### src/rtl/fetch_align_decomp_if.sv
// Fetch-side and decode-side handshake bundle for the fetch aligner.
// master = aligner, slave = memory/decode environment.
interface fetch_align_decomp_if;
    logic        redirect;
    logic [31:0] redirect_pc;
    logic        fetch_req;
    logic [31:0] fetch_addr;
    logic        fetch_valid;
    logic [31:0] fetch_data;
    logic        inst_valid;
    logic        inst_ready;
    logic [31:0] inst_out;
    logic [31:0] inst_pc;
    logic        inst_compr;
    logic        inst_illegal;

    modport master (
        input  redirect, redirect_pc, fetch_valid, fetch_data, inst_ready,
        output fetch_req, fetch_addr, inst_valid, inst_out, inst_pc, inst_compr, inst_illegal
    );

    modport slave (
        output redirect, redirect_pc, fetch_valid, fetch_data, inst_ready,
        input  fetch_req, fetch_addr, inst_valid, inst_out, inst_pc, inst_compr, inst_illegal
    );
endinterface

### src/rtl/fetch_align_decomp.sv
// Fetch aligner + RV32C expander: halfword queue feeding a one-entry output register.
// Latency: fetch accepted in cycle N presents an instruction no earlier than N+2.
// Backpressure: Inst_* hold while stalled; fetch stops once fewer than 2 slots are free.
module fetch_align_decomp #(
    parameter int unsigned DEPTH_HW = 4,
    parameter bit          C_EXT    = 1'b1,
    parameter logic [31:0] RESET_PC = 32'h0000_0000
) (
    input  logic                 clk,
    input  logic                 rst_n,
    fetch_align_decomp_if.master bus
);
    localparam int unsigned AW        = $clog2(DEPTH_HW);
    localparam int unsigned CW        = AW + 1;
    localparam logic [31:0] NOP       = 32'h0000_0013;
    localparam logic [CW-1:0] FETCH_MAX = CW'(DEPTH_HW - 2);
    localparam logic [CW-1:0] ONE     = CW'(1);
    localparam logic [CW-1:0] TWO     = CW'(2);

    logic [15:0]   hbuf [DEPTH_HW];
    logic [AW-1:0] head, tail, head_p1, tail_p1;
    logic [CW-1:0] count;
    logic [31:0]   pc, fetch_addr;
    logic          skip_lo;
    logic          inst_valid, inst_compr, inst_illegal;
    logic [31:0]   inst_out, inst_pc;

    logic          fetch_req, accept, load, is32, complete;
    logic [1:0]    push_n, pop_n;
    logic [15:0]   h0, h1;
    logic [32:0]   dec;

    // Pass-through check for 32-bit encodings; returns {illegal, instruction}.
    function automatic logic [32:0] dec32(input logic [31:0] i);
        case (i[6:2])
            5'b00000, 5'b00100, 5'b00101, 5'b01000, 5'b01100,
            5'b01101, 5'b11000, 5'b11001, 5'b11011: dec32 = {1'b0, i};
            default:                                dec32 = {1'b1, NOP};
        endcase
    endfunction

    function automatic logic [32:0] expand16(input logic [15:0] c);
        logic [4:0]  rdp, rs2p, rd, rs2;
        logic [11:0] imm6, lwoff;
        logic [5:0]  shamt;
        logic [20:1] joff;
        logic [12:1] boff;
        logic [31:0] r;
        logic        ill;
        rdp   = {2'b01, c[9:7]};
        rs2p  = {2'b01, c[4:2]};
        rd    = c[11:7];
        rs2   = c[6:2];
        imm6  = {{6{c[12]}}, c[12], c[6:2]};
        shamt = {c[12], c[6:2]};
        lwoff = {5'b0, c[5], c[12:10], c[6], 2'b00};
        joff  = {{9{c[12]}}, c[12], c[8], c[10:9], c[6], c[7], c[2], c[11], c[5:3]};
        boff  = {{4{c[12]}}, c[12], c[6:5], c[2], c[11:10], c[4:3]};
        r     = NOP;
        ill   = 1'b0;
        case ({c[1:0], c[15:13]})
            5'b00_010: r = {lwoff, rdp, 3'b010, rs2p, 7'b0000011};
            5'b00_110: r = {lwoff[11:5], rs2p, rdp, 3'b010, lwoff[4:0], 7'b0100011};
            5'b01_000: r = {imm6, rd, 3'b000, rd, 7'b0010011};
            5'b01_001: r = {joff[20], joff[10:1], joff[11], joff[19:12], 5'd1, 7'b1101111};
            5'b01_010: r = {imm6, 5'd0, 3'b000, rd, 7'b0010011};
            5'b01_011: begin
                // rd=x2 is C.ADDI16SP, not supported here
                if (rd == 5'd2 || shamt == 6'd0) ill = 1'b1;
                else r = {{14{c[12]}}, c[12], c[6:2], rd, 7'b0110111};
            end
            5'b01_100: begin
                case (c[11:10])
                    2'b00: if (c[12]) ill = 1'b1;
                           else r = {7'b0000000, shamt[4:0], rdp, 3'b101, rdp, 7'b0010011};
                    2'b01: if (c[12]) ill = 1'b1;
                           else r = {7'b0100000, shamt[4:0], rdp, 3'b101, rdp, 7'b0010011};
                    2'b10: r = {imm6, rdp, 3'b111, rdp, 7'b0010011};
                    default: begin
                        if (c[12]) ill = 1'b1;
                        else begin
                            case (c[6:5])
                                2'b00:   r = {7'b0100000, rs2p, rdp, 3'b000, rdp, 7'b0110011};
                                2'b01:   r = {7'b0000000, rs2p, rdp, 3'b100, rdp, 7'b0110011};
                                2'b10:   r = {7'b0000000, rs2p, rdp, 3'b110, rdp, 7'b0110011};
                                default: r = {7'b0000000, rs2p, rdp, 3'b111, rdp, 7'b0110011};
                            endcase
                        end
                    end
                endcase
            end
            5'b01_101: r = {joff[20], joff[10:1], joff[11], joff[19:12], 5'd0, 7'b1101111};
            5'b01_110: r = {boff[12], boff[10:5], 5'd0, rdp, 3'b000, boff[4:1], boff[11], 7'b1100011};
            5'b01_111: r = {boff[12], boff[10:5], 5'd0, rdp, 3'b001, boff[4:1], boff[11], 7'b1100011};
            5'b10_000: if (c[12]) ill = 1'b1;
                       else r = {7'b0000000, shamt[4:0], rd, 3'b001, rd, 7'b0010011};
            5'b10_100: begin
                if (rs2 == 5'd0) begin
                    // rd=x0 is reserved (JR) or EBREAK (JALR), neither supported
                    if (rd == 5'd0) ill = 1'b1;
                    else r = {12'd0, rd, 3'b000, 4'd0, c[12], 7'b1100111};
                end else if (!c[12]) begin
                    r = {7'b0000000, rs2, 5'd0, 3'b000, rd, 7'b0110011};
                end else begin
                    r = {7'b0000000, rs2, rd, 3'b000, rd, 7'b0110011};
                end
            end
            default: ill = 1'b1;
        endcase
        if (ill) r = NOP;
        expand16 = {ill, r};
    endfunction

    assign head_p1   = head + AW'(1);
    assign tail_p1   = tail + AW'(1);
    assign fetch_req = !bus.redirect && (count <= FETCH_MAX);
    assign accept    = fetch_req && bus.fetch_valid;
    assign push_n    = !accept ? 2'd0 : (skip_lo ? 2'd1 : 2'd2);

    always_comb begin
        h0       = hbuf[head];
        h1       = hbuf[head_p1];
        is32     = (h0[1:0] == 2'b11);
        complete = is32 ? (count >= TWO) : (count >= ONE);
        if (is32)       dec = dec32({h1, h0});
        else if (C_EXT) dec = expand16(h0);
        else            dec = {1'b1, NOP};
    end

    assign load  = complete && (!inst_valid || bus.inst_ready) && !bus.redirect;
    assign pop_n = !load ? 2'd0 : (is32 ? 2'd2 : 2'd1);

    // Storage carries no reset: count alone decides which entries are live.
    always_ff @(posedge clk) begin
        if (accept) begin
            if (skip_lo) begin
                hbuf[tail] <= bus.fetch_data[31:16];
            end else begin
                hbuf[tail]    <= bus.fetch_data[15:0];
                hbuf[tail_p1] <= bus.fetch_data[31:16];
            end
        end
    end

    always_ff @(posedge clk or negedge rst_n) begin
        if (!rst_n) begin
            head         <= '0;
            tail         <= '0;
            count        <= '0;
            pc           <= RESET_PC & ~32'h1;
            fetch_addr   <= RESET_PC & ~32'h3;
            skip_lo      <= RESET_PC[1];
            inst_valid   <= 1'b0;
            inst_out     <= NOP;
            inst_pc      <= RESET_PC;
            inst_compr   <= 1'b0;
            inst_illegal <= 1'b0;
        end else if (bus.redirect) begin
            head       <= '0;
            tail       <= '0;
            count      <= '0;
            pc         <= bus.redirect_pc & ~32'h1;
            fetch_addr <= bus.redirect_pc & ~32'h3;
            skip_lo    <= bus.redirect_pc[1];
            inst_valid <= 1'b0;
        end else begin
            if (accept) begin
                fetch_addr <= fetch_addr + 32'd4;
                skip_lo    <= 1'b0;
                tail       <= tail + AW'(push_n);
            end
            head  <= head + AW'(pop_n);
            count <= count + CW'(push_n) - CW'(pop_n);
            if (load) begin
                inst_valid   <= 1'b1;
                inst_out     <= dec[31:0];
                inst_illegal <= dec[32];
                inst_compr   <= !is32;
                inst_pc      <= pc;
                pc           <= pc + (is32 ? 32'd4 : 32'd2);
            end else if (bus.inst_ready) begin
                inst_valid <= 1'b0;
            end
        end
    end

    assign bus.fetch_req    = fetch_req;
    assign bus.fetch_addr   = fetch_addr;
    assign bus.inst_valid   = inst_valid;
    assign bus.inst_out     = inst_out;
    assign bus.inst_pc      = inst_pc;
    assign bus.inst_compr   = inst_compr;
    assign bus.inst_illegal = inst_illegal;
endmodule
### src/flat_wrapper.sv
// flat-port wrapper written by rule: the top's interface ports become plain ports
module fetch_align_decomp_flat 
#(
    parameter int unsigned DEPTH_HW = 4,
    parameter bit          C_EXT    = 1'b1,
    parameter logic [31:0] RESET_PC = 32'h0000_0000
)
  (clk, rst_n, bus_redirect, bus_redirect_pc, bus_fetch_valid, bus_fetch_data, bus_inst_ready, bus_fetch_req, bus_fetch_addr, bus_inst_valid, bus_inst_out, bus_inst_pc, bus_inst_compr, bus_inst_illegal);
  fetch_align_decomp_if bus_i ();
  input  logic clk;
  input  logic rst_n;
  input wire logic [$bits(bus_i.redirect)-1:0] bus_redirect;
  input wire logic [$bits(bus_i.redirect_pc)-1:0] bus_redirect_pc;
  input wire logic [$bits(bus_i.fetch_valid)-1:0] bus_fetch_valid;
  input wire logic [$bits(bus_i.fetch_data)-1:0] bus_fetch_data;
  input wire logic [$bits(bus_i.inst_ready)-1:0] bus_inst_ready;
  output wire logic [$bits(bus_i.fetch_req)-1:0] bus_fetch_req;
  output wire logic [$bits(bus_i.fetch_addr)-1:0] bus_fetch_addr;
  output wire logic [$bits(bus_i.inst_valid)-1:0] bus_inst_valid;
  output wire logic [$bits(bus_i.inst_out)-1:0] bus_inst_out;
  output wire logic [$bits(bus_i.inst_pc)-1:0] bus_inst_pc;
  output wire logic [$bits(bus_i.inst_compr)-1:0] bus_inst_compr;
  output wire logic [$bits(bus_i.inst_illegal)-1:0] bus_inst_illegal;
  assign bus_i.redirect = bus_redirect;
  assign bus_i.redirect_pc = bus_redirect_pc;
  assign bus_i.fetch_valid = bus_fetch_valid;
  assign bus_i.fetch_data = bus_fetch_data;
  assign bus_i.inst_ready = bus_inst_ready;
  assign bus_fetch_req = bus_i.fetch_req;
  assign bus_fetch_addr = bus_i.fetch_addr;
  assign bus_inst_valid = bus_i.inst_valid;
  assign bus_inst_out = bus_i.inst_out;
  assign bus_inst_pc = bus_i.inst_pc;
  assign bus_inst_compr = bus_i.inst_compr;
  assign bus_inst_illegal = bus_i.inst_illegal;
  fetch_align_decomp #(.DEPTH_HW(DEPTH_HW), .C_EXT(C_EXT), .RESET_PC(RESET_PC)) u_core (.clk(clk), .rst_n(rst_n), .bus(bus_i));
endmodule
### config.mk
export PLATFORM = sky130hd
export DESIGN_NAME = fetch_align_decomp_flat
export DESIGN_NICKNAME = d
export VERILOG_FILES = /design/src/rtl/fetch_align_decomp_if.sv /design/src/rtl/fetch_align_decomp.sv /design/src/flat_wrapper.sv
export SDC_FILE = /design/constraint.sdc
export NUM_CORES = 1
export LEC_CHECK = 0
export ABC_AREA = 1
export ABC_CLOCK_PERIOD_IN_PS = 9400
export BUFFER_PORTS_ARGS = -buffer_cell sky130_fd_sc_hd__buf_2
export CAP_MARGIN = 20
export CORE_AREA = 2 2 177 135
export DETAILED_ROUTE_END_ITERATION = 10
export DIE_AREA = 0 0 179 137
export GPL_TIMING_DRIVEN = 0
export PLACE_DENSITY = 0.76
export SYNTH_ARGS = -nofsm -noshare
export SYNTH_HDL_FRONTEND = slang
export SYNTH_SLANG_ARGS = --single-unit
### constraint.sdc
create_clock -name clk -period 9.4 [get_ports clk]
set_input_delay 0.47 -clock clk [delete_from_list [all_inputs] [get_ports clk]]
set_output_delay 0.47 -clock clk [all_outputs]
set_load 0.02 [all_outputs]
# After elaboration in Yosys (flattened, before gate mapping)
# Memory sizes are Yosys's and may differ from the RTL's.
# Cells that the tools add are included.
dict set report word_totals {
  reg_bits 139
  ram_bits 64
  inputBits 69
  output_inout_bits 100
  word_cells 118
  memories 1
}
dict set report op_classes {
  n_addsub 8
  magnitude_cmp 3
  n_eq_ne 26
  n_mux 47
  bitwise 2
  reduce_logical 20
}
# memory depth width read_ports rd_clocked_by_memory_dff write_ports line
set mem_list {}
lappend mem_list {u_core.hbuf 4 16 2 0 2 fetch_align_decomp.sv:20} ;# logic [15:0] hbuf [DEPTH_HW];
# operator n
set ops {}
lappend ops {{$pmux 32 s12} 1}
lappend ops {{$mux 32} 7}
lappend ops {{$pmux 32 s3} 1}
lappend ops {{$pmux 31 s3} 1}
lappend ops {{$mux 25} 3}
lappend ops {{$mux 33} 2}
lappend ops {{$eq 5x4->1 const B} 11}
lappend ops {{$mux 20} 2}
lappend ops {{$add 32x3->32 const B} 1}
lappend ops {{$add 32x32->32} 1}
lappend ops {{$mux 31} 1}
lappend ops {{$eq 5x5->1 const B} 5}
lappend ops {{$mux 1} 18}
lappend ops {{$mux 16} 1}
lappend ops {{$eq 5x3->1 const B} 3}
lappend ops {{$mux 2} 7}
lappend ops {{$eq 5x2->1 const B} 2}
lappend ops {{$logic_not 5->1} 2}
lappend ops {{$reduce_or 9->1} 1}
lappend ops {{$reduce_or 8->1} 1}
lappend ops {{$eq 2x2->1 const B} 3}
lappend ops {{$logic_not 6->1} 1}
lappend ops {{$mux 3} 2}
lappend ops {{$pmux 1 s5} 1}
lappend ops {{other kinds (17)} 28}

# Logic depth before layout (Yosys ltp)
# Gate-level depths: netlist of the first run.
# An unclocked memory read counts as a cell.
dict set report depth {
  word_depth 8
  mapped_depth 20
  mapped_depth_nobuf 19
}

# Worst setup path after synthesis of the first run
# OpenSTA, ideal clock, no wires.
dict set report synth_timing {
  path_kind {register -> register}
  from {reg u_core.head[0]}
  to {reg u_core.pc[25]}
  setup_ns 0.131
  arrival_time_ns 3.071
  required_ns 9.269
  slack_ns 6.198
  stages_incl_launch_ff 20
  path_buffers 2
  synth_period_minus_slack_ns 3.202
  path_cell_list {dfrtp_1 inv_2 nand2_1 nand3_1 nand2_2 nor2_1 buf_2 buf_1 fa_1 nand2_1 nor2_1 nand2_1 nor2_1 nand3b_1 nor2_2 nand2_1 nor2_1 a21oi_1 nand3_1 o211ai_1}
}
dict set report synth_between {
  elab_chain_len 6
  elab_cells_between_ends 10
  classes_between {add/sub (1); eq/ne (1); mux (4); reduce/logical (3); memory (1)}
}
# item line
set synth_lines {}
lappend synth_lines {{start: declaration} fetch_align_decomp.sv:21} ;# logic [AW-1:0] head, tail, head_p1, tail_p1;
lappend synth_lines {{start signal: assignment} fetch_align_decomp.sv:172} ;# head <= head + AW'(pop_n);
lappend synth_lines {{$mem_v2 4x16 *} n/a}
lappend synth_lines {{$eq 2x2->1 *} fetch_align_decomp.sv:123} ;# is32 = (h0[1:0] == 2'b11);
lappend synth_lines {{$mux 3 or $mux 1 (tied branches)} {fetch_align_decomp.sv:180, fetch_align_decomp.sv:124}}
lappend synth_lines {{$add 32x32->32 or $logic_and 1x1->1 (tied branches)} {fetch_align_decomp.sv:180, fetch_align_decomp.sv:130}}
lappend synth_lines {{$mux 32 or $logic_and 1x1->1 (tied branches)} {fetch_align_decomp.sv:174, fetch_align_decomp.sv:130}}
lappend synth_lines {{$mux 32 or $reduce_bool 2->1 (tied branches)} n/a}
lappend synth_lines {{end signal: assignment} fetch_align_decomp.sv:150} ;# pc <= RESET_PC & ~32'h1;
lappend synth_lines {{end signal: assignment} fetch_align_decomp.sv:162} ;# pc <= bus.redirect_pc & ~32'h1;
lappend synth_lines {{end signal: assignment} fetch_align_decomp.sv:180} ;# pc <= pc + (is32 ? 32'd4 : 32'd2);
lappend synth_lines {{end: declaration} fetch_align_decomp.sv:23} ;# logic [31:0] pc, fetch_addr;
# Mark *: on every way between the ends. The rest lies on a longest branch, timed or not. The select of a mux whose other input is x is not followed.
# A chain may end at the register's enable or synchronous reset.

# Worst setup path after layout of the first run
# Same ends and word-level chain as after synthesis.

==> impl_metrics.env, run 1 <==
export IMPL_outcome="finished, final reports clean"
export IMPL_seq_area_um2=5280
export IMPL_syn2layout_area_growth_pct=14.7
export IMPL_r2r_worst_path_cells=19
export IMPL_ctsLongestPathBuffers=2
export IMPL_drt_first_pass_iters=6
export IMPL_drv_slew=0
export IMPL_placementRows=48
export IMPL_clock_root_buffer="clkbuf_16"
export IMPL_numCtsBuffers=17
export IMPL_routed_wl_um=42200
export IMPL_place_hpwl_um=33000
export IMPL_io_buffers=164
export IMPL_ctsResizeCount=0
export IMPL_worstMarginPinSlew_ns=0.726
export IMPL_reg2reg_to="u_core.pc[25]"
export IMPL_cellLeakagePower_nw=6.91
export IMPL_ys_ff_latch=198
export IMPL_die_area_um2=24500
export IMPL_crit_fanout=11
export IMPL_insertion_delay_ns=0.45
export IMPL_final_hold_violation_count=0
export IMPL_busiest_layer="met1"
export IMPL_avgViaCountPerCell=5.83
export IMPL_postCtsHoldBufs=0
export IMPL_grt_max_degree=73
export IMPL_grt_use_met3=0.0719
export IMPL_cp_data_arrival_time_ns=4.51
export IMPL_vias=12611
export IMPL_power_density_nw_per_um2=304
export IMPL_final_util=0.623
export IMPL_relSlewSlack=0.515
export IMPL_final_nets=1928
export IMPL_ant_nets=0
export IMPL_cp_slowest_cell="buf_1"
export IMPL_max_freq_mhz=239
export IMPL_post_cts_buffers=0
export IMPL_postPlaceCellArea_um2=13600
export IMPL_ys_warn_count=0
export IMPL_path_buf_inv=3
export IMPL_critical_path_top_delay_family="simple AND/OR/NAND/NOR gates"
export IMPL_overflow=0
export IMPL_synth_cell_type_count=45
export IMPL_initial_core_util=0.543
export IMPL_critPathMaxStageDelay_ns=0.48
export IMPL_globalplace_congestion=0.985
export IMPL_netlist_area_um2=12400
export IMPL_grt_util_met1=0.555
export IMPL_pin_count=169
export IMPL_drtIter0Drc=1662
export IMPL_fillCellCount=2094
export IMPL_diodes=0
export IMPL_drv_cap=0
export IMPL_cts_tree="done"
export IMPL_grt_pass1_vias=10958
export IMPL_grt_pass1_wl_um=63900
export IMPL_endpoint_kind="flop"
export IMPL_irDropWorstVdd_v=0.000186
export IMPL_path_cells="inv_2, nand2_1, nand3_1, nand2_2, nor2_1, buf_2, buf_1, fa_1, nand2_1, nor2_1, nand2_1, nor2_1, nand3b_1, nor2_2, nand2_1, nor2_1, a21oi_1, nand3_1, o211ai_1"
export IMPL_h_tree_depth=4
export IMPL_multi_input_area_um2=6180
export IMPL_fin_worst_skew_ns=0.0120
export IMPL_hold_class="input port to asynchronous set/reset pin"
export IMPL_worstSetupStartpoint="u_core.head[0]"
export IMPL_antenna_found_initial=0
export IMPL_clk_pin_slew_ns=0.08
export IMPL_path_class="flop to flop"
export IMPL_final_setup_tns_ns=0
export IMPL_rrSetupSlack_ns=5.21
export IMPL_stdcell_area_um2=14200
export IMPL_syn_avg_cell_area_um2=7.44
export IMPL_min_period_ns=4.19
export IMPL_post_drt_wl_per_cell_um=19.5
export IMPL_fin_crit_sh=0.446
export IMPL_core_area_um2=22800
export IMPL_rsz0062_at_grt="no"
export IMPL_die_w_um=179
export IMPL_synth_seq_area_share=0.427
export IMPL_die_height_um=137
export IMPL_drc_errors=0
export IMPL_grt_use_total=0.347
export IMPL_clock_sinks=198
export IMPL_gr_usage_met2=0.469
export IMPL_regToRegStartpoint="u_core.head[0]"
export IMPL_synthCells=1662
export IMPL_layout_drive_gt1_share=0.174
export IMPL_setup_viol=0
export IMPL_cp_required_ns=9.72
export IMPL_start_kind="flop"
[per-stage QoR]
step / total power, mW / hold WS [ns] / std cells / worst slack (ns)
floorplan: 2.81 / 0.174 / 1664 / 6.20
global placement: 3.52 / 0.449 / 2128 / 5.33
detailed placement: 3.55 / 0.461 / 2130 / 5.33
CTS: 4.27 / 0.0211 / 2162 / 5.30
global route: 4.58 / 0.0550 / 2162 / 4.86
finish: 4.31 / 0.00534 / 2162 / 5.21
[metal layers]
layer | part of all wire | vias up
li1 | - | 5873
met1 | 0.46 | 5883
met2 | 0.40 | 792
met3 | 0.12 | 63
met4 | 0.019 | 0
met5 | 0 | -
[kinds of logic after synthesis]
logic type,synth area share
compound gates,0.123
buf+inv,0.0751
simple gates,0.329
flops,0.427
fa+ha+maj,0.0119
other cells,0.000303
xor+xnor,0.0333
[how the worst max path moves through the flow]
| stage | slack [ns] | end | cells past startpoint |
|---|---|---|---|
| 4_1_cts | 5.30 | u_core.pc[25] | 19 |
| 2_1_floorplan | 6.20 | u_core.pc[25] | 19 |
| 6_report | 5.21 | u_core.pc[25] | 19 |
| 3_5_place_dp | 5.33 | u_core.pc[25] | 19 |
| 5_1_grt | 4.86 | u_core.pc[25] | 19 |
| 3_3_place_gp | 5.33 | u_core.pc[25] | 19 |
[synth_stat cells (all sizes together)]
library cell | number | area, µm²
a211oi | 1 | 7.51
a21oi | 37 | 185
a22oi | 1 | 7.51
a31o | 1 | 8.76
a31oi | 11 | 68.8
and3 | 1 | 6.26
buf | 40 | 277
clkbuf | 34 | 128
conb | 1 | 3.75
dfrtp | 132 | 3300
dfstp | 2 | 52.6
edfxtp | 64 | 1920
fa | 3 | 60.1
ha | 7 | 87.6
inv | 140 | 526
nand2 | 571 | 2260
nand3 | 143 | 781
nand3b | 2 | 15.0
nand4 | 30 | 188
nor2 | 145 | 671
nor3 | 20 | 100
nor4 | 5 | 31.3
o211ai | 33 | 263
o21ai | 172 | 861
o21bai | 1 | 7.51
o221ai | 10 | 87.6
o22ai | 1 | 6.26
o31ai | 3 | 22.5
or2 | 4 | 25.0
xnor2 | 7 | 61.3
xor2 | 40 | 350
[final cells by class]
cell class              instances  share of cell area
flip-flops and latches        198               0.372
clock buffers                  17              0.0300
clock inverters                15             0.00988
inverters                     140              0.0370
repair buffers                166              0.0608
plain buffers                  74              0.0285
well taps                     300              0.0265
multi-input cells            1252               0.435
[power breakdown]
group	switching, mW	internal, mW
clock network	0.346	0.371
logic	1.60	0.663
registers	0.201	1.13
total	2.15	2.16
[flip-flops by register name, summed over array words and instances, names as in the netlist, 2 cells and up]
signal                 flops
u_core.head                2
u_core.pc                 31
u_core.tail                2
u_core.hbuf               64
u_core.bus.inst_pc        31
u_core.bus.fetch_addr     30
u_core.count               3
u_core.bus.inst_out       31
[placed cells by master, fill, tap and decap left out, types with 3 or more instances in the layout]
master / netlist / layout
nand2_1: 535 / 535
buf_2: 14 / 177
o21ai_0: 164 / 164
nand3_1: 133 / 133
dfrtp_1: 132 / 132
nor2_1: 127 / 127
inv_1: 122 / 122
edfxtp_1: 64 / 64
xor2_1: 40 / 40
a21oi_1: 37 / 37
clkbuf_1: 34 / 34
nand2_2: 31 / 31
nand4_1: 30 / 30
o211ai_1: 30 / 30
nor3_1: 20 / 20
inv_2: 18 / 18
clkbuf_16: 0 / 17
buf_4: 10 / 11
a31oi_1: 11 / 11
o221ai_1: 10 / 10
buf_6: 8 / 9
o21ai_1: 8 / 8
nor2_4: 8 / 8
nand3_2: 8 / 8
buf_1: 7 / 7
xnor2_1: 7 / 7
nor2_2: 7 / 7
ha_1: 7 / 7
inv_6: 0 / 7
nand2_4: 5 / 5
nor4_1: 5 / 5
or2_2: 4 / 4
clkinvlp_2: 0 / 4
o211ai_2: 3 / 3
nor2_8: 3 / 3
o31ai_1: 3 / 3
fa_1: 3 / 3
conb_1: 1 / 3
No activity file was read; power rests on OpenSTA's default activity.
==> inputs of run 2 (changes only) <==
--- a/config.mk
+++ b/config.mk
@@ -5,13 +5,13 @@
 export SDC_FILE = /design/constraint.sdc
 export NUM_CORES = 1
 export LEC_CHECK = 0
-export ABC_AREA = 1
-export ABC_CLOCK_PERIOD_IN_PS = 9400
+export ABC_AREA = 0
+export ABC_CLOCK_PERIOD_IN_PS = 3600
 export BUFFER_PORTS_ARGS = -buffer_cell sky130_fd_sc_hd__buf_2
 export CAP_MARGIN = 20
-export CORE_AREA = 2 2 177 135
+export CORE_AREA = 2 2 172 132
 export DETAILED_ROUTE_END_ITERATION = 10
-export DIE_AREA = 0 0 179 137
+export DIE_AREA = 0 0 174 134
 export GPL_TIMING_DRIVEN = 0
 export PLACE_DENSITY = 0.76
 export SYNTH_ARGS = -nofsm -noshare
==> constraint.sdc (replaced) <==
create_clock -name clk -period 3.6 [get_ports clk]
set_input_delay 0.18 -clock clk [delete_from_list [all_inputs] [get_ports clk]]
set_output_delay 0.18 -clock clk [all_outputs]
set_load 0.02 [all_outputs]
==> run 2 against run 1 <==
  * Worst setup slack got worse by 5.1 ns
  * Cell count is 29% lower
  * Final area fell by 8.0%
  * Register-to-register slack worse by 5.1 ns
  * Global-route usage fell by 5.1 points
  * Area after synthesis down 11%
  * Via count down 24%
  * Clock skew increased by 0.0047 ns
  * Clock power grew to 2.8 times the previous value
  * Fmax rose by 21%
  * Critical path type unchanged
  * Largest power group unchanged
==> impl_metrics.env, run 2 <==
export IMPL_outcome="finished, final reports clean"
export IMPL_antenna_found_initial=1
export IMPL_wl_met3_um=3180
export IMPL_yosysMostFrequentCell="nand2_1"
export IMPL_syn_avg_cell_area_um2=10.7
export IMPL_path_cells="buf_6, buf_8, mux4_2, a2111oi_4, nor2_4, buf_8, nor2_4, ha_1, inv_1, ha_1, inv_1, fa_1, xnor2_1, nor2_1"
export IMPL_cp_required_ns=3.91
export IMPL_grt_pass1_vias=9063
export IMPL_die_area_um2=23300
export IMPL_power_density_nw_per_um2=723
export IMPL_setup_viol=0
export IMPL_drv_slew=0
export IMPL_synth_common_cells="nand2_1 (191), dfrtp_1 (132), mux2_2 (65)"
export IMPL_die_height_um=134
export IMPL_irDropWorstVdd_v=0.000464
export IMPL_synth_ff_type="dfrtp_1"
export IMPL_swShare=0.436
export IMPL_drt_first_pass_iters=6
export IMPL_grt_pass1_wl_um=52700
export IMPL_placed_cells=1501
export IMPL_dp_worst_setup_slack_ns=-0.871
export IMPL_ys_ff_latch=198
export IMPL_p_int_mw=5.32
export IMPL_synth_edf_count=64
export IMPL_layout_commonest_cell="nand2_1"
export IMPL_layout_drive_gt1_share=0.287
export IMPL_synthCells=1038
export IMPL_highest_layer="met4"
export IMPL_start_kind="flop"
export IMPL_placementRows=47
export IMPL_cts_tree="done"
export IMPL_cp_data_arrival_time_ns=3.77
export IMPL_vias=9639
export IMPL_rsz0062_at_grt="no"
export IMPL_numCtsBuffers=17
export IMPL_top_register="u_core.hbuf"
export IMPL_final_hold_violation_count=0
export IMPL_yosys_area_top_type_share=0.299
export IMPL_ys_warn_count=0
export IMPL_synth_seq_area_share=0.477
export IMPL_instances_no_fill=1540
export IMPL_final_nets=1311
export IMPL_largest_reg_flops=64
export IMPL_synth_cell_type_count=85
export IMPL_syn2layout_area_growth_pct=18.0
export IMPL_netlist_area_um2=11100
export IMPL_fin_worst_skew_ns=0.0167
export IMPL_die_w_um=174
export IMPL_io_buffers=164
export IMPL_synth_area_leaders="dfrtp_1 (30%), edfxtp_1 (17%), mux2_2 (6.6%)"
export IMPL_path_class="flop to flop"
export IMPL_comb_power_share=0.446
export IMPL_avgViaCountPerCell=6.26
export IMPL_min_period_ns=3.46
export IMPL_ctsLongestPathBuffers=2
export IMPL_drtIter0Drc=1326
export IMPL_fin_crit_sh=0.960
export IMPL_grt_max_degree=80
export IMPL_met1_length_um=15300
export IMPL_p_clk_frac=0.212
export IMPL_drv_cap=0
export IMPL_pin_count=169
export IMPL_h_tree_depth=4
export IMPL_power_switching_mw=4.12
export IMPL_cellLeakagePower_nw=5.36
export IMPL_clock_sinks=198
export IMPL_clk_pin_slew_ns=0.07
export IMPL_max_freq_mhz=289
export IMPL_endpoint_kind="flop"
export IMPL_core_area_um2=21600
export IMPL_async_flop_share=0.677
export IMPL_ant_nets=0
export IMPL_cp_slowest_cell="mux4_2"
export IMPL_clock_root_buffer="clkbuf_16"
export IMPL_wl_met2_um=15000
export IMPL_initial_core_util=0.511
export IMPL_place_hpwl_um=25300
export IMPL_crit_fanout=19
export IMPL_overflow=0
export IMPL_pwr_share_seq=0.342
export IMPL_final_setup_tns_ns=0
export IMPL_drc_errors=0
export IMPL_critPathMaxStageDelay_ns=0.64
export IMPL_worstMarginPinSlew_ns=1.01
export IMPL_fin_ws_ns=0.143
export IMPL_synth_top_area_cell="dfrtp_1"
export IMPL_grt_use_total=0.296
export IMPL_globalplace_congestion=0.972
export IMPL_routed_wl_um=34000
export IMPL_hold_class="input port to flop"
export IMPL_insertion_delay_ns=0.46
export IMPL_relSlewSlack=0.323
export IMPL_final_cell_mix="nand2_1 (190), buf_2 (167), dfrtp_1 (132)"
export IMPL_post_drt_wl_per_cell_um=22.1
-- run 2: changes by cell type in the layout (fill, tap and decap cells not counted), sizes merged, moves of 23 or more --
cell / previous run / this run
nand3: 143 / 29
nand2: 571 / 191
mux2: 0 / 65
mux4: 0 / 32
inv: 148 / 28
o211ai: 33 / 10
nor2: 145 / 45
o21ai: 172 / 89
-- run 2: final cells by class --
class | instances | area [µm²]
Antenna cell | 1 | 2.50
Buffer | 63 | 322
Clock buffer | 17 | 425
Clock inverter | 15 | 195
Fill cell | 1872 | 8590
Inverter | 22 | 82.6
Multi-Input combinational cell | 755 | 5440
Sequential cell | 198 | 5280
Tap cell | 294 | 368
Timing Repair Buffer | 175 | 942
-- run 2: routing by layer --
layer	track usage	vias to the layer above
met2	0.431	559
met1	0.454	4778
met3	0.0615	42
li1	-	4260
met4	0.0719	0
met5	0	-
-- run 2: cell families (layout without fill, tap and decap cells) --
logic type | Yosys count | count (layout) | synth area share
AOI/OAI and AO/OA | 252 | 252 | 0.157
xor gates and xnor gates | 36 | 36 | 0.0285
adders and majority gates | 10 | 10 | 0.0133
buffers and inverters | 87 | 292 | 0.0361
DFF | 198 | 198 | 0.477
muxes | 99 | 99 | 0.133
other | 1 | 4 | 0.000339
and+or+nand+nor | 355 | 355 | 0.155
-- run 2: path summary, 6_finish.rpt --
check                                  startpoint                      to  slack (ns)  depth (start not counted)
setup / recovery                   u_core.head[1]         u_core.count[2]        0.14                         14
hold / removal                 bus_redirect_pc[1]            u_core.pc[1]        0.01                          3
setup reg to reg                   u_core.head[1]         u_core.count[2]        0.14                         14
hold reg to reg            u_core.bus.inst_pc[25]  u_core.bus.inst_pc[25]        0.47                          2
max in group asynchronous                   rst_n         u_core.count[0]        2.57                          3
min in group asynchronous                   rst_n  u_core.bus.inst_pc[20]        0.25                          2
-- run 2: worst max-delay path, delay by kind of cell (launching register included) --
kind / cells / cell delay (ns)
AOI/OAI and AO/OA: 1 / 0.51
xor gates and xnor gates: 1 / 0.16
adders and majority gates: 3 / 0.75
buffers and inverters: 5 / 0.61
DFF: 1 / 0.34
muxes: 1 / 0.64
and+or+nand+nor: 3 / 0.29
-- run 2: per-stage QoR --
stage | util | power, mW | cell area, µm² | hold WS (ns)
floorplan | - | 5.95 | 11100 | -0.116
global placement | 0.567 | 7.25 | 12300 | 0.455
detailed placement | 0.570 | 7.35 | 12300 | 0.178
CTS | 0.602 | 9.35 | 13000 | 0.00738
global route | 0.603 | 9.91 | 13100 | 0.0123
finish | 0.603 | 9.43 | 13100 | 0.00957
-- run 2: timing repair --
| action | 4_1_cts | 5_1_grt |
|---|---|---|
| gates resized for setup | 7 | 6 |
| endpoints found under the setup margin | 9 | 38 |
| buffers inserted | 3 | 2 |
| hold endpoints to repair | 54 | 0 |
| hold buffers | 2 | 0 |
| pin swaps | 1 | 3 |
-- run 2: power by group through the flow --
| stage | logic (mW) | registers (mW) | clock network (mW) |
|---|---|---|---|
| 2_1_floorplan | 2.33 | 3.62 | 0 |
| 3_3_place_gp | 4.01 | 3.24 | 0 |
| 3_5_place_dp | 4.10 | 3.25 | 0 |
| 4_1_cts | 4.13 | 3.21 | 2.01 |
| 5_1_grt | 4.53 | 3.28 | 2.10 |
| 6_report | 4.21 | 3.22 | 2.00 |
==> inputs of run 3 (changes only) <==
--- a/config.mk
+++ b/config.mk
@@ -5,7 +5,6 @@
 export SDC_FILE = /design/constraint.sdc
 export NUM_CORES = 1
 export LEC_CHECK = 0
-export ABC_AREA = 0
 export ABC_CLOCK_PERIOD_IN_PS = 3600
 export BUFFER_PORTS_ARGS = -buffer_cell sky130_fd_sc_hd__buf_2
 export CAP_MARGIN = 20
@@ -14,6 +13,7 @@
 export DIE_AREA = 0 0 174 134
 export GPL_TIMING_DRIVEN = 0
 export PLACE_DENSITY = 0.76
+export SETUP_SLACK_MARGIN = 0.15
 export SYNTH_ARGS = -nofsm -noshare
 export SYNTH_HDL_FRONTEND = slang
 export SYNTH_SLANG_ARGS = --single-unit
==> run 3 against run 2 <==
  * Clock power barely moved
  * Non-clock buffer count rose by 17
  * Fmax up 3.2%
  * Worst hold slack better by 0.0080 ns
  * Critical endpoint is now u_core.count[1]
==> impl_metrics.env, run 3 (synthesized netlist as in run 2, its figures left out) <==
export IMPL_path_buf_inv=6
export IMPL_min_period_ns=3.35
export IMPL_initial_core_util=0.511
export IMPL_top_register="u_core.hbuf"
export IMPL_critPathMaxStageDelay_ns=0.61
export IMPL_crit_fanout=10
export IMPL_place_hpwl_um=25300
export IMPL_clock_sinks=198
export IMPL_io_buffers=164
export IMPL_drc_errors=0
export IMPL_ctsLongestPathBuffers=2
export IMPL_numCtsBuffers=17
export IMPL_irDropWorstVdd_v=0.000463
export IMPL_ant_nets=0
export IMPL_layout_drive_gt1_share=0.300
export IMPL_max_freq_mhz=299
export IMPL_fin_worst_skew_ns=0.0182
export IMPL_fillCellCount=1862
export IMPL_worstMarginPinSlew_ns=0.991
export IMPL_outcome="finished, final reports clean"
export IMPL_pin_count=169
export IMPL_path_class="flop to flop"
export IMPL_avgViaCountPerCell=6.25
export IMPL_globalplace_congestion=0.972
export IMPL_instances_no_fill=1557
export IMPL_final_nets=1328
export IMPL_vias=9737
export IMPL_drv_cap=0
export IMPL_hold_class="input port to flop"
export IMPL_start_kind="flop"
export IMPL_routed_wl_um=34300
export IMPL_h_tree_depth=4
export IMPL_die_area_um2=23300
export IMPL_die_height_um=134
export IMPL_drtIter0Drc=1375
export IMPL_layout_commonest_cell="nand2_1"
export IMPL_placed_cells=1501
export IMPL_grt_max_degree=80
export IMPL_power_density_nw_per_um2=725
export IMPL_rsz0062_at_grt="no"
export IMPL_antenna_found_initial=1
export IMPL_cts_tree="done"
export IMPL_clock_root_buffer="clkbuf_16"
export IMPL_grt_pass1_vias=9119
export IMPL_endpoint_kind="flop"
export IMPL_cp_required_ns=3.91
export IMPL_cp_slowest_cell="mux4_2"
export IMPL_setup_viol=0
export IMPL_grt_pass1_wl_um=53100
export IMPL_grt_use_total=0.298
export IMPL_relSlewSlack=0.339
export IMPL_fin_total_pwr_mw=9.59
export IMPL_overflow=0
export IMPL_drv_slew=0
export IMPL_fin_crit_sh=0.930
export IMPL_final_hold_violation_count=0
export IMPL_post_drt_wl_per_cell_um=22.1
export IMPL_insertion_delay_ns=0.46
export IMPL_drt_first_pass_iters=6
export IMPL_path_cells="buf_6, buf_4, mux4_2, a2111oi_4, nor2_4, clkbuf_16, buf_8, nor2_4, ha_1, inv_1, ha_1, inv_1, fa_2, nor2_1"
export IMPL_clk_pin_slew_ns=0.07
export IMPL_whs_ns=0.0176
export IMPL_syn2layout_area_growth_pct=19.7
export IMPL_critical_path_top_delay_family="adder cells"
export IMPL_cellLeakagePower_nw=5.47
export IMPL_cp_data_arrival_time_ns=3.65
export IMPL_placementRows=47
export IMPL_core_area_um2=21600
export IMPL_die_w_um=174
export IMPL_largest_reg_flops=64
export IMPL_final_cell_mix="nand2_1 (189), buf_2 (168), dfrtp_1 (132)"
## run 3: power breakdown
group          leakage (nW)  internal [mW]  switching, mW
clock                 0.297          0.956           1.05
combinational          2.91           1.64           2.72
sequential             2.25           2.85          0.376
total                  5.47           5.45           4.15
## run 3: tightest hold or removal path: cells and delay by family
family | cells | cell delay, ns
AOI/OAI and AO/OA | 1 | 0.07
buffers and inverters | 1 | 0.10
and+or+nand+nor | 1 | 0.07
## run 3: repair_timing
action,in CTS,in global routing
gates resized for setup,18,10
hold buffers,2,0
endpoints found under the setup margin,20,42
setup buffers,11,9
hold endpoints to repair,54,0
pin swaps,5,4
## run 3: worst paths after layout
check | startpoint | to | slack, ns | cells after the start
max | u_core.head[1] | u_core.count[1] | 0.25 | 14
min | bus_redirect_pc[1] | u_core.pc[1] | 0.02 | 3
max reg2reg | u_core.head[1] | u_core.count[1] | 0.25 | 14
min reg2reg | u_core.bus.inst_pc[25] | u_core.bus.inst_pc[25] | 0.47 | 2
max in group asynchronous | rst_n | u_core.count[0] | 2.58 | 3
min in group asynchronous | rst_n | u_core.bus.inst_pc[20] | 0.24 | 2
## run 3: per-layer routing
layer | vias to the layer above | track usage | share of wire
li1 | 4288 | - | -
met1 | 4808 | 0.456 | 0.44
met2 | 599 | 0.435 | 0.45
met3 | 42 | 0.0632 | 0.10
met4 | 0 | 0.0719 | 0.015
met5 | - | 0 | 0
## run 3: per-stage QoR
step / utilization / instance area [µm²] / setup WS, ns / setup TNS, ns
2_1_floorplan: - / 11100 / 0.201 / 0
6_report: 0.612 / 13200 / 0.251 / 0
3_5_place_dp: 0.570 / 12300 / -0.871 / -2.67
5_1_grt: 0.612 / 13200 / 0.149 / 0
4_1_cts: 0.607 / 13100 / 0.109 / 0
3_3_place_gp: 0.567 / 12300 / -0.855 / -9.06
## run 3: cell type report
| class | count | area (µm²) | area share |
|---|---|---|---|
| clock buffer | 17 | 425 | 0.0321 |
| buffer | 65 | 378 | 0.0285 |
| timing repair buffer | 190 | 1060 | 0.0800 |
| tap | 294 | 368 | 0.0278 |
| clock inverter | 15 | 195 | 0.0147 |
| antenna | 1 | 2.50 | 0.000189 |
| sequential | 198 | 5280 | 0.399 |
| inverter | 22 | 82.6 | 0.00624 |
| multi-input combinational | 755 | 5450 | 0.412 |
